<file path="config.mk">
export PLATFORM = sky130hd
export DESIGN_NAME = csa_resolver_flat
export DESIGN_NICKNAME = d
export VERILOG_FILES = /design/src/rtl/csa_resolver_if.sv /design/src/rtl/csa_resolver.sv /design/src/flat_wrapper.sv
export SDC_FILE = /design/constraint.sdc
export NUM_CORES = 1
export LEC_CHECK = 0
export ABC_AREA = 1
export ABC_CLOCK_PERIOD_IN_PS = 2000
export CAP_MARGIN = 5
export CELL_PAD_IN_SITES_DETAIL_PLACEMENT = 0
export CELL_PAD_IN_SITES_GLOBAL_PLACEMENT = 1
export CORE_ASPECT_RATIO = 0.6
export CORE_MARGIN = 2
export CORE_UTILIZATION = 36
export DETAILED_ROUTE_END_ITERATION = 8
export PLACE_DENSITY = 0.83
export RECOVER_POWER = 100
export SYNTH_ARGS = -nofsm -noshare
export SYNTH_HDL_FRONTEND = slang
export SYNTH_SLANG_ARGS = --single-unit
</file>
<file path="constraint.sdc">
create_clock -name clk -period 2 [get_ports clk]
set_clock_uncertainty 0.2 [all_clocks]
set_input_delay 0.2 -clock clk [delete_from_list [all_inputs] [get_ports clk]]
set_output_delay 0.2 -clock clk [all_outputs]
set_load 0.1 [all_outputs]
</file>
<file path="src/rtl/csa_resolver_if.sv">
// Handshake bundle between the CSA resolver and its producer/consumer.
// Input side: in_valid/in_ready carry a (sum_in, cout_in) carry-save pair.
// Output side: out_valid/out_ready carry the resolved binary result.
interface csa_resolver_if #(
  parameter int unsigned WIDTH = 19,
  parameter int unsigned CNT_W = 5
);
  logic             in_valid;
  logic             in_ready;
  logic [WIDTH-1:0] sum_in;
  logic [WIDTH-1:0] cout_in;
  logic             out_valid;
  logic             out_ready;
  logic [WIDTH+1:0] result;
  logic [CNT_W-1:0] iters;

  // Resolver side
  modport slave (
    input  in_valid,
    input  sum_in,
    input  cout_in,
    input  out_ready,
    output in_ready,
    output out_valid,
    output result,
    output iters
  );

  // Producer/consumer side
  modport master (
    output in_valid,
    output sum_in,
    output cout_in,
    output out_ready,
    input  in_ready,
    input  out_valid,
    input  result,
    input  iters
  );
endinterface

</file>
<file path="src/rtl/csa_resolver.sv">
// Sequential carry-propagate resolver for a carry-save (cout, sum) pair.
// Repeats the half-adder step s' = s ^ c, c' = (s & c) << 1 until the carry
// vector is empty; the sum register then holds sum_in + (cout_in << 1).
// Latency is data dependent, bounded by WIDTH+1 iterations.
module csa_resolver #(
  parameter int unsigned WIDTH = 19,
  parameter int unsigned CNT_W = 5
) (
  input  logic            clk,
  input  logic            reset,
  csa_resolver_if.slave   bus
);

  // Two guard bits: the sum of a WIDTH-bit value and a doubled WIDTH-bit value
  // is below 2^(WIDTH+2), so the carry shift never drops a bit.
  localparam int unsigned RW = WIDTH + 2;

  typedef enum logic [1:0] {StIdle, StRun, StDone} state_e;

  state_e           state_q, state_d;
  logic [RW-1:0]    s_q, s_d;
  logic [RW-1:0]    c_q, c_d;
  logic [CNT_W-1:0] cnt_q, cnt_d;

  logic [RW-1:0]    s_iter;
  logic [RW-1:0]    c_iter;

  // One half-adder resolve step on the current register contents
  assign s_iter = s_q ^ c_q;
  assign c_iter = (s_q & c_q) << 1;

  // Next-state and datapath update
  always_comb begin
    state_d = state_q;
    s_d     = s_q;
    c_d     = c_q;
    cnt_d   = cnt_q;
    unique case (state_q)
      StIdle: begin
        if (bus.in_valid) begin
          s_d     = {2'b00, bus.sum_in};
          c_d     = {1'b0, bus.cout_in, 1'b0};
          cnt_d   = '0;
          state_d = (bus.cout_in == '0) ? StDone : StRun;
        end
      end
      StRun: begin
        s_d   = s_iter;
        c_d   = c_iter;
        cnt_d = cnt_q + CNT_W'(1);
        if (c_iter == '0) begin
          state_d = StDone;
        end
      end
      StDone: begin
        if (bus.out_ready) begin
          state_d = StIdle;
        end
      end
      default: begin
        state_d = StIdle;
      end
    endcase
  end

  // State and datapath registers; reset drops any operation in flight
  always_ff @(posedge clk or posedge reset) begin
    if (reset) begin
      state_q <= StIdle;
      s_q     <= '0;
      c_q     <= '0;
      cnt_q   <= '0;
    end else begin
      state_q <= state_d;
      s_q     <= s_d;
      c_q     <= c_d;
      cnt_q   <= cnt_d;
    end
  end

  // All outputs come straight from registers
  assign bus.in_ready  = (state_q == StIdle);
  assign bus.out_valid = (state_q == StDone);
  assign bus.result    = s_q;
  assign bus.iters     = cnt_q;

endmodule

</file>
<file path="src/flat_wrapper.sv">
// flat-port wrapper written by rule: the top's interface ports become plain ports
module csa_resolver_flat 
#(
  parameter int unsigned WIDTH = 19,
  parameter int unsigned CNT_W = 5
)
  (clk, reset, bus_in_valid, bus_sum_in, bus_cout_in, bus_out_ready, bus_in_ready, bus_out_valid, bus_result, bus_iters);
  csa_resolver_if #(.WIDTH(WIDTH), .CNT_W(CNT_W)) bus_i ();
  input  logic clk;
  input  logic reset;
  input wire logic [$bits(bus_i.in_valid)-1:0] bus_in_valid;
  input wire logic [$bits(bus_i.sum_in)-1:0] bus_sum_in;
  input wire logic [$bits(bus_i.cout_in)-1:0] bus_cout_in;
  input wire logic [$bits(bus_i.out_ready)-1:0] bus_out_ready;
  output wire logic [$bits(bus_i.in_ready)-1:0] bus_in_ready;
  output wire logic [$bits(bus_i.out_valid)-1:0] bus_out_valid;
  output wire logic [$bits(bus_i.result)-1:0] bus_result;
  output wire logic [$bits(bus_i.iters)-1:0] bus_iters;
  assign bus_i.in_valid = bus_in_valid;
  assign bus_i.sum_in = bus_sum_in;
  assign bus_i.cout_in = bus_cout_in;
  assign bus_i.out_ready = bus_out_ready;
  assign bus_in_ready = bus_i.in_ready;
  assign bus_out_valid = bus_i.out_valid;
  assign bus_result = bus_i.result;
  assign bus_iters = bus_i.iters;
  csa_resolver #(.WIDTH(WIDTH), .CNT_W(CNT_W)) u_core (.clk(clk), .reset(reset), .bus(bus_i));
endmodule
</file>
==> impl_metrics.tcl <==
set metrics [dict create \
    outcome "completed" \
    crit_fanout 4 \
    area_of_the_core_region_um2 7240 \
    clockRootBuffer "sky130_fd_sc_hd__clkbuf_16" \
    synthesis.instances 309 \
    timing.fmax_mhz 554 \
    cts-htree-levels 2 \
    areaGrowthSynthToFinish_pct 29.0 \
    critical-path-slowest-cell "sky130_fd_sc_hd__clkbuf_2" \
    numClockSinks 48 \
    worst_hold_path_type "reg2reg" \
    track_usage_pct 16.9 \
    final_non_filler_cell_area_um2 3450 \
    rr_worst_depth 6 \
    drt_first_iter_violations 125 \
    setup_viol 0 \
    detail_route.drc_violations 0 \
    dominant_cells_by_area_after_synthesis "sky130_fd_sc_hd__dfrtp_1 (45%), sky130_fd_sc_hd__nor2_1 (12%), sky130_fd_sc_hd__ha_1 (9.4%)" \
    cap_violations 0 \
    clk_pin_slew_ns 0.06 \
    design.final.nets 437 \
    postSynth.asyncResetShare_pct 100 \
    kind_of_cell_with_the_highest_combined_delay_on_the_critical_path "buffers and inverters" \
    number_of_cts_inserted_buffers 5 \
    critPathMaxStageDelay_ns 0.48 \
    worstSetupPathDepth 2 \
    post_synth_num_cell_types 25 \
    tightestPinTransition_ns 0.796 \
    layout-drive-gt1-share_pct 16.5 \
    cp.required_ns 1.60 \
    core.rowCount 24 \
    synth.largest_area_cell "sky130_fd_sc_hd__dfrtp_1" \
    endpoint_kind "output port" \
    ys_dominant_reg_cell "sky130_fd_sc_hd__dfrtp_1" \
    antenna_left 0 \
    pin_count_of_the_biggest_net_entering_global_routing 80 \
    timing.setup.critical_path_class "reg2out" \
    die-width_um 115 \
    yosysTopAreaCellShare_pct 44.9 \
    cts_max_path_buffers 2 \
    vias_in_the_first_global_route 2248 \
    timing_hold_violations_final 0 \
    timing_max_transition_violations_final 0 \
    timing.critical_path.arrival_ns 1.41 \
    grt.overflow.total 0 \
    antenna_cells_inserted 0 \
    tns_ns 0 \
    timing.max_slew.rel_slack_pct 46.8 \
    worstSkewPairLatency_ns 0.28 \
    grt_pass1_wl_um 10900 \
    yosysSeqAreaShare_pct 44.9 \
    synth-edff-count 0 \
    fp.dieArea_um2 8160 \
    placed_cells 472 \
    syn_area_um2 2680 \
    synth.top_cells.by_count "sky130_fd_sc_hd__nor2_1 (82), sky130_fd_sc_hd__nand2_1 (58), sky130_fd_sc_hd__dfrtp_1 (48)" \
    vias 2277 \
    ios 70 \
    setup_repair_after_global_routing_missed_its_margin "no" \
    min_path_cells 2 \
    postPlaceCellArea_um2 3460 \
    syn_nets 371 \
    viasPerCell 4.74 \
    final_core_util_pct 47.7 \
    synth-warning-count 0 \
    postSynthAreaPerCell_um2 8.66 \
    period_needed_ns 1.81 \
    wl_per_cell_um 13.2 \
    gp_congestion 0.740 \
    routed_wirelength_um 6340 \
    die_y_um 70.8 \
    post_layout_nonfiller_instances 480 \
    antenna_found_initial 0 \
    most_frequent_cell_after_synthesis "sky130_fd_sc_hd__nor2_1" \
    effective_utilization_at_floorplan_pct 37.0 \
    timing.critical_path.cells "nor2_4 -> clkbuf_2" \
    detailedPlacementHpwl_um 4650 \
    timing.final.crit_share_pct 90.3 \
    port_buffers 69 \
    postSynthRegisterBits 48 \
    critPathBufInv 1 \
    detailedRoute.firstPassIterationCount 5 \
    worst_setup_path_start_kind "register" \
    cts_tree "built" \
]
## path summary, 6_finish.rpt
| path | slack, ns | endpoint | startpoint |
|---|---|---|---|
| max in group asynchronous | 0.32 | u_core.bus.result[17]$_DFFE_PP0P_ | reset |
| setup / recovery | 0.19 | bus_in_ready | u_core.state_q[0]$_DFFE_PP0P_ |
| setup reg to reg | 0.22 | u_core.bus.result[11]$_DFFE_PP0P_ | u_core.state_q[1]$_DFFE_PP0P_ |
| min in group asynchronous | 0.31 | u_core.bus.result[12]$_DFFE_PP0P_ | reset |
| hold reg to reg | 0.29 | u_core.c_q[6]$_DFFE_PP0P_ | u_core.c_q[6]$_DFFE_PP0P_ |
| hold / removal | 0.29 | u_core.c_q[6]$_DFFE_PP0P_ | u_core.c_q[6]$_DFFE_PP0P_ |
## state kept, by name, summed over array words and instances (netlist names)
| signal | flops |
|---|---|
| u_core.bus.result | 21 |
| u_core.bus.iters | 5 |
| u_core.state_q | 2 |
| u_core.c_q | 20 |
## metal layers
| layer | global-route usage, % | vias up | part of all wire [%] |
|---|---|---|---|
| met1 | 25.1 | 1046 | 51 |
| met5 | 0 | - | 0 |
| met3 | 4.80 | 2 | 7.4 |
| met4 | 3.35 | 0 | 0.32 |
| li1 | - | 1162 | - |
| met2 | 24.4 | 67 | 41 |
## area by class of cell
class,count,area (um^2)
inverters,12,50.0
multi-input cells,233,1320
well taps,104,130
clock buffers,8,146
flip-flops and latches,48,1210
fillers,722,3780
repair buffers,75,604
## kinds of logic (layout without fill, tap and decap cells)
logic type      Yosys count  after routing  share of synthesized area (%)
mux                       1              1                          0.421
fa+ha+maj                20             20                           9.35
simple gates            155            155                           23.0
buf+inv                  28             95                           5.89
flops                    48             48                           44.9
xor+xnor                  3              3                          0.982
compound gates           54             54                           15.4
## worst register-to-register path, delay by kind of cell, from the launching register on
family / cells / cell delay, ns
flip-flops: 1 / 0.42
AND/OR/NAND/NOR: 2 / 0.17
buffers and inverters: 3 / 0.65
AO/OA/AOI/OAI: 1 / 0.25
## metrics by stage
step | setup slack [ns] | hold slack [ns]
final | 0.195 | 0.286
after global routing | 0.0501 | 0.321
after CTS | 0.106 | 0.0645
after detailed placement | -0.0523 | 0.274
after global placement | 0.0319 | 0.269
after floorplan | -0.00342 | 0.150
## cell usage in the layout (no fill, tap or decap), types with 4 or more instances in the layout
cell,n
sky130_fd_sc_hd__nor2_1,81
sky130_fd_sc_hd__clkbuf_1,4
sky130_fd_sc_hd__o31ai_1,25
sky130_fd_sc_hd__or2_2,4
sky130_fd_sc_hd__clkbuf_2,28
sky130_fd_sc_hd__ha_1,20
sky130_fd_sc_hd__o21ai_0,16
sky130_fd_sc_hd__nand2_1,58
sky130_fd_sc_hd__clkbuf_16,5
sky130_fd_sc_hd__clkdlybuf4s50_1,40
sky130_fd_sc_hd__inv_1,10
sky130_fd_sc_hd__nand3_1,6
sky130_fd_sc_hd__dfrtp_2,5
sky130_fd_sc_hd__dfrtp_1,43
sky130_fd_sc_hd__o31ai_2,7
## what timing repair did
| item | 4_1_cts | 5_1_grt |
|---|---|---|
| endpoints found under the setup margin | 0 | 21 |
| resized for setup | 0 | 1 |
| buffers inserted | 0 | 0 |
| hold buffers | 0 | 0 |
Power is left out: the tool's default activity adds up to more than one toggle a clock period on the data nets, which glitch-free logic cannot reach.
